--- src/rtl/permutation_iter.sv ---
// -----------------------------------------------------------------------------
// permutation_iter
//
// Iterative ASCON permutation engine. It holds the 320-bit state register and
// applies one round per clock: constant addition (pC), the substitution layer
// (pS, the `substitution` module below), then linear diffusion (pL). The first
// round index selects the variant: 0 -> p12, 4 -> p8, 6 -> p6, and 12..15
// means zero rounds (the loaded state is handed back unchanged).
//
// Optional feature: define PERM_ABORT_EN to add the abort_i input.
//
// Ports:
//   clock_i        in   1        system clock, rising edge
//   reset_i        in   1        asynchronous, active-high reset
//   start_i        in   1        start request, sampled only in IDLE
//   round_start_i  in   4        first round index
//   state_i        in   5x64     state loaded on an accepted start
//   abort_i        in   1        (PERM_ABORT_EN only) abandon the current run
//   state_o        out  5x64     state register, always driven
//   busy_o         out  1        high whenever the FSM is not IDLE
//   done_o         out  1        one-cycle pulse marking a valid state_o
//
// Lane order: state[0] = x0 ... state[4] = x4.
//
// FSM visibility: {busy_o, done_o} encodes the FSM state exactly:
//   2'b00 = IDLE, 2'b10 = RUN, 2'b11 = DONE.
// -----------------------------------------------------------------------------

// Handshake: start_i is a level sampled only when busy_o is low; a high
// start_i at that edge is accepted and loads state_i/round_start_i. While
// busy_o is high start_i is ignored (no queueing). done_o is high for exactly
// one cycle, and state_o is valid in that cycle and stays valid until the next
// accepted start. A start held high through DONE is accepted one idle cycle
// after done_o.

// Combinational ASCON substitution layer, bitsliced over the 64 columns.
module substitution (
    input  logic [4:0][63:0] state_i,
    output logic [4:0][63:0] state_o
);
    logic [63:0] a0, a1, a2, a3, a4;
    logic [63:0] t0, t1, t2, t3, t4;
    logic [63:0] b0, b1, b2, b3, b4;

    always_comb begin
        // input mixing
        a0 = state_i[0] ^ state_i[4];
        a1 = state_i[1];
        a2 = state_i[2] ^ state_i[1];
        a3 = state_i[3];
        a4 = state_i[4] ^ state_i[3];
        // chi-like nonlinear core
        t0 = ~a0 & a1;
        t1 = ~a1 & a2;
        t2 = ~a2 & a3;
        t3 = ~a3 & a4;
        t4 = ~a4 & a0;
        b0 = a0 ^ t1;
        b1 = a1 ^ t2;
        b2 = a2 ^ t3;
        b3 = a3 ^ t4;
        b4 = a4 ^ t0;
        // output mixing
        state_o[0] = b0 ^ b4;
        state_o[1] = b1 ^ b0;
        state_o[2] = ~b2;
        state_o[3] = b3 ^ b2;
        state_o[4] = b4;
    end
endmodule

module permutation_iter #(
    parameter int NB_ROUNDS = 12
) (
    input  logic             clock_i,
    input  logic             reset_i,
    input  logic             start_i,
    input  logic [3:0]       round_start_i,
    input  logic [4:0][63:0] state_i,
`ifdef PERM_ABORT_EN
    input  logic             abort_i,
`endif
    output logic [4:0][63:0] state_o,
    output logic             busy_o,
    output logic             done_o
);

    localparam logic [3:0] LAST_RND = 4'(NB_ROUNDS - 1);

    typedef enum logic [1:0] {
        S_IDLE = 2'd0,
        S_RUN  = 2'd1,
        S_DONE = 2'd2
    } fsm_t;

    fsm_t             fsm_q, fsm_d;
    logic [3:0]       cnt_q;
    logic [4:0][63:0] state_q;

    logic [4:0][63:0] after_pc;
    logic [4:0][63:0] after_ps;
    logic [4:0][63:0] after_pl;
    logic             start_runs;
    logic             abort_hit;

`ifdef PERM_ABORT_EN
    // Abort only matters while a run is in progress or being reported.
    assign abort_hit = abort_i && (fsm_q != S_IDLE);
`else
    assign abort_hit = 1'b0;
`endif

    // A first index past the last table entry means zero rounds.
    assign start_runs = (int'({28'd0, round_start_i}) < NB_ROUNDS);

    function automatic logic [63:0] ror(input logic [63:0] v, input int unsigned n);
        return (v >> n) | (v << (64 - n));
    endfunction

    // ---------------- round datapath ----------------
    always_comb begin
        after_pc       = state_q;
        after_pc[2][7:0] = state_q[2][7:0] ^ {~cnt_q, cnt_q};
    end

    substitution u_substitution (
        .state_i (after_pc),
        .state_o (after_ps)
    );

    always_comb begin
        after_pl[0] = after_ps[0] ^ ror(after_ps[0], 19) ^ ror(after_ps[0], 28);
        after_pl[1] = after_ps[1] ^ ror(after_ps[1], 61) ^ ror(after_ps[1], 39);
        after_pl[2] = after_ps[2] ^ ror(after_ps[2],  1) ^ ror(after_ps[2],  6);
        after_pl[3] = after_ps[3] ^ ror(after_ps[3], 10) ^ ror(after_ps[3], 17);
        after_pl[4] = after_ps[4] ^ ror(after_ps[4],  7) ^ ror(after_ps[4], 41);
    end

    // ---------------- FSM: state register ----------------
    always_ff @(posedge clock_i or posedge reset_i) begin
        if (reset_i) begin
            fsm_q <= S_IDLE;
        end else begin
            fsm_q <= fsm_d;
        end
    end

    // ---------------- FSM: next state ----------------
    always_comb begin
        fsm_d = fsm_q;
        case (fsm_q)
            S_IDLE: begin
                if (start_i) begin
                    fsm_d = start_runs ? S_RUN : S_DONE;
                end
            end
            S_RUN: begin
                // The round with the last index is still applied on this edge.
                if (cnt_q == LAST_RND) begin
                    fsm_d = S_DONE;
                end
            end
            S_DONE:  fsm_d = S_IDLE;
            default: fsm_d = S_IDLE;
        endcase
        // Abort wins over every other transition, including the final round.
        if (abort_hit) begin
            fsm_d = S_IDLE;
        end
    end

    // ---------------- FSM: outputs ----------------
    always_comb begin
        busy_o = (fsm_q != S_IDLE);
        done_o = (fsm_q == S_DONE);
    end

    // ---------------- state register and round counter ----------------
    // Outside a load or an active round the register holds, so IDLE keeps
    // showing the last result and an aborted run freezes where it stopped.
    always_ff @(posedge clock_i or posedge reset_i) begin
        if (reset_i) begin
            state_q <= '0;
            cnt_q   <= '0;
        end else if (fsm_q == S_IDLE && start_i) begin
            state_q <= state_i;
            cnt_q   <= round_start_i;
        end else if (fsm_q == S_RUN && !abort_hit) begin
            state_q <= after_pl;
            cnt_q   <= cnt_q + 4'd1;
        end
    end

    assign state_o = state_q;

endmodule
--- config.mk ---
export PLATFORM = sky130hd
export DESIGN_NAME = permutation_iter
export DESIGN_NICKNAME = d
export VERILOG_FILES = /design/src/rtl/permutation_iter.sv
export SDC_FILE = /design/constraint.sdc
export NUM_CORES = 2
export LEC_CHECK = 0
export CAP_MARGIN = 20
export CORE_MARGIN = 4
export CORE_UTILIZATION = 30
export DETAILED_ROUTE_END_ITERATION = 7
export GPL_ROUTABILITY_DRIVEN = 0
export HOLD_SLACK_MARGIN = 0.02
export REMOVE_ABC_BUFFERS = 1
export SYNTH_ARGS = -nofsm -noshare
export SYNTH_HDL_FRONTEND = slang
export SYNTH_HIERARCHICAL = 1
export SYNTH_SLANG_ARGS = --single-unit
--- constraint.sdc ---
create_clock -name clock_i -period 18 [get_ports clock_i]
set_clock_uncertainty 0.2 [all_clocks]
set_input_delay 3.6 -clock clock_i [delete_from_list [all_inputs] [get_ports clock_i]]
set_output_delay 3.6 -clock clock_i [all_outputs]
set_load 0.02 [all_outputs]
# == Word-level counts from Yosys, hierarchy flattened ==
# Cells that the tools add are included.
# totals
register_bits,326
out_inout_bits,322
# classes
n_bitwise,44
n_eq_ne,5
muxes,8
n_addsub,1
reduce_logical,5
magnitude_cmp,1
# ops
op,n
64-bit XOR,21
320-bit two-way mux,2
64-bit inverter,6
64-bit bitwise AND,5
23-bit by 64-bit OR with 64-bit output,1
25-bit by 64-bit OR with 64-bit output,1
3-bit by 64-bit OR with 64-bit output,1
36-bit by 64-bit OR with 64-bit output,1
45-bit by 64-bit OR with 64-bit output,1
47-bit by 64-bit OR with 64-bit output,1
54-bit by 64-bit OR with 64-bit output,1
57-bit by 64-bit OR with 64-bit output,1
58-bit by 64-bit OR with 64-bit output,1
63-bit by 64-bit OR with 64-bit output,1
4-bit two-way mux,2
8-bit XOR,1
2-bit two-way mux,3
4-bit by 1-bit adder with 4-bit output (second input constant),1
4-bit equality test (second input constant),1
4-bit < comparator (second input constant),1
2-bit != test (second input constant),2
4-bit inverter,1
2-bit case mux with 2 select lines,1
2-bit nonzero test,2
5 further kinds,5

# == Longest topological paths before layout ==
# logic_depth
word_depth,12
mapped_depth,8
ltp_nobuf,7

# == Modules after synthesis ==
# The synthesis kept the hierarchy.
# by_module_without_submodules
module,cells_per_inst,area_per_inst_um2,n_inst
permutation_iter,2356,23776.6,1
substitution,1178,8455.6,1

# == Worst setup path before layout ==
# OpenSTA, ideal clock, no wires.
# synth_path
kind,flip-flop to output port
startpoint,register fsm_q[1]
endpoint,output port done_o
path_slack_ns,12.747
arrival_ns,1.453
path_buffers,5
stages_incl_launch_ff,7
required_ns,14.200
path_cell_list,dfrtp_1 -> buf_6 -> buf_6 -> buf_6 -> buf_2 -> clkbuf_1 -> nor2b_1
# synth_via
elab_chain_len,1
# synth_rtl
item,line,source
"start, declared",96,"fsm_t fsm_q, fsm_d;"
"start signal, assigned",144,fsm_q <= fsm_d;
2-bit equality test,175,done_o = (fsm_q == S_DONE);
"end, declared",85,output logic done_o
# No other way between the ends.

# == Worst setup path after layout ==
# layout_path
startpoint,input port start_i
endpoint,"register state_q, in the netlist state_o[75]"
# layout_via
elab_chain_len,2
elab_cells_between_ends,3
cone_classes,mux (1); reduce/logical (2)
# layout_rtl
item,line,source
"start, declared",77,"input logic start_i,"
1-bit logical AND (*),185,end else if (fsm_q == S_IDLE && start_i) begin
320-bit two-way mux or 2-bit nonzero test (tied branches),-,
"end signal, assigned",186,state_q <= state_i;
"end signal, assigned",189,state_q <= after_pl;
"end, declared",98,logic [4:0][63:0] state_q;
# Every way passes the cells marked *; elsewhere a longest branch is shown, timed or not.
# A chain may end at the register's enable or synchronous reset.

==> flow_summary.yaml <==
die:
  core-area_mm2: 0.1060
  dieArea_mm2: 0.1127
  die_y_um: 335.8
  die_w_um: 335.8
  pin_count: 649
  row_count: 119
  initial_core_util: 0.3040
cells_and_area:
  nets: 4266
  drive_gt1_frac: 0.04241
  syn_to_final_growth_pct: 22.01
  fillers: 10858
  final_cells: 5235
placed_design:
  hpwl_um: 139500
  dp.cells: 5154
  io_buffers: 648
yosys:
  synth_edf_count: 0
  yosysMostFrequentCell: "xnor2_1"
  yosysSeqAreaShare: 0.2531
  async_reset_ff_frac: 1.000
  yosysWarnings: 6
  postSynthCellCount: 3534
  synthesis.area_mm2: 0.03223
  synth_top_cell_area_share: 0.2531
  ys_ff_latch: 326
  synth_flop_cell: "dfrtp_1"
  synth_top_area_cell: "dfrtp_1"
  synthTopCellsByCount: "xnor2_1 (745), nand2_1 (434), dfrtp_1 (326)"
  synth_area_per_cell_um2: 9.121
  yosys-top-cells-area: "dfrtp_1 (25%), xnor2_1 (20%), buf_4 (7.4%)"
  synthDistinctLibCells: 37
sta:
  tightest_slew_ns: 1.218
  setup_viol_count_final: 0
  fin_setup_tns_ns: 0
  slew_violations: 0
  fmax_mhz: 161.5
  period_needed_ns: 6.191
  max_slew_margin: 0.1820
  post-route-period-util: 0.3439
  rsz0062_at_grt: "false"
  hold_viol_final: 0
clocking:
  cts_tree: "done"
  postCtsSetupBuffers: 0
  root_buffer: "clkbuf_16"
  clkTransAtPathRegs_ns: 0.05
  numCtsBuffers: 43
  h-tree-depth: 2
  postCtsHoldBufs: 0
  clk_path_buf_depth: 3
  cts_sinks: 326
  post_cts_resized: 0
  insertion_delay_ns: 0.61
routing:
  via_per_inst: 5.294
  drcViolationCount: 0
  wl_per_cell_um: 32.48
  drt_wl_total_um: 170000
  drtIter0Drc: 2967
  vias: 27716
  antenna_left: 0
  dr.pass1.iters: 5
global_route:
  grt_pass1_wl_um: 225300
  grtUsageTotal: 0.2878
  grt_pass1_vias: 27472
  antenna_found_initial: 1
  gr-total-overflow: 0
  grt_max_degree: 122
critical_path:
  cp-start-kind: "primary input"
  arrival_ns: 6.50
  end_kind: "flip-flop"
  worstPathRequired_ns: 18.31
  critPathKind: "in2reg"
  cp_max_fo: 67
hold_path:
  hp-class: "reg2reg"
run_status:
  outcome: "complete, no violations"
run:
  cap_violations: 0
-- stage by stage --
step	hold slack [ns]	setup WS, ns	utilization	cell area (um^2)
after global placement	0.3734	11.23	0.3567	37820
after global routing	0.4409	11.52	0.3710	39330
after CTS	0.4085	11.84	0.3708	39310
final	0.4073	11.81	0.3710	39330
after detailed placement	0.3769	11.23	0.3570	37850
after floorplan	0.3613	5.174	-	29180
-- layer usage --
layer	GRT usage	up-vias	wire length, um
li1	-	12130	-
met1	0.3517	13802	66470
met4	0.1516	2	10670
met2	0.4534	1460	75560
met3	0.09244	322	17330
met5	0	-	11
-- layout make-up --
| cell class | count | area [um^2] | share of cell area |
|---|---|---|---|
| diodes | 1 | 2.502 | 0.00006363 |
| clock inverters | 20 | 249.0 | 0.006331 |
| multi-input cells | 2575 | 20440 | 0.5198 |
| repair buffers | 697 | 6883 | 0.1750 |
| inverters | 167 | 634.4 | 0.01613 |
| flip-flops and latches | 326 | 8165 | 0.2076 |
| well taps | 1391 | 1740 | 0.04425 |
| clock buffers | 58 | 1212 | 0.03083 |
-- layout by cell type (no fill, tap or decap), types with 64 or more instances in the layout --
| master | netlist | routed |
|---|---|---|
| xnor2_1 | 745 | 744 |
| clkdlybuf4s50_1 | 0 | 648 |
| nand2_1 | 434 | 434 |
| dfrtp_1 | 326 | 324 |
| o21ai_0 | 211 | 211 |
| xor2_1 | 198 | 198 |
| inv_1 | 167 | 166 |
| a22o_1 | 164 | 164 |
| a21o_1 | 164 | 164 |
| o211ai_1 | 156 | 156 |
| ha_1 | 129 | 129 |
| mux2i_1 | 64 | 64 |
-- worst paths after layout --
check                            start            to  slack [ns]  depth (start not counted)
setup / recovery               start_i   state_o[75]       11.81                          5
hold / removal             state_o[19]   state_o[19]        0.41                          2
setup reg to reg              cnt_q[2]  state_o[245]       13.94                          7
hold reg to reg            state_o[19]   state_o[19]        0.41                          2
max in group asynchronous      reset_i  state_o[111]       11.84                          4
min in group asynchronous      reset_i   state_o[62]        3.33                          2
-- sequential cells by signal, indices dropped and copies added (netlist names) --
register and count:
cnt_q 4, state_o 320, fsm_q 2
-- worst max-delay path: stages --
cell,delay (ns)
clkdlybuf4s50_1,0.73
nor2b_4,0.88
buf_4,0.79
nand2_1,0.15
o211ai_1,0.20
-- kinds of logic (layout without fill, tap and decap cells) --
kind of cell / Yosys count / count (layout) / synth area share
AO/OA/AOI/OAI: 743 / 743 / 0.1599
AND/OR/NAND/NOR: 566 / 566 / 0.07896
adder cells (fa/ha/maj): 165 / 165 / 0.06126
flip-flops: 326 / 326 / 0.2531
XOR/XNOR: 1004 / 1004 / 0.3012
multiplexers: 97 / 97 / 0.03140
buffers and inverters: 633 / 942 / 0.1142
other: 0 / 1 / 0
Power is left out: the tool's default activity adds up to more than one toggle a clock period on the data nets, which glitch-free logic cannot reach.
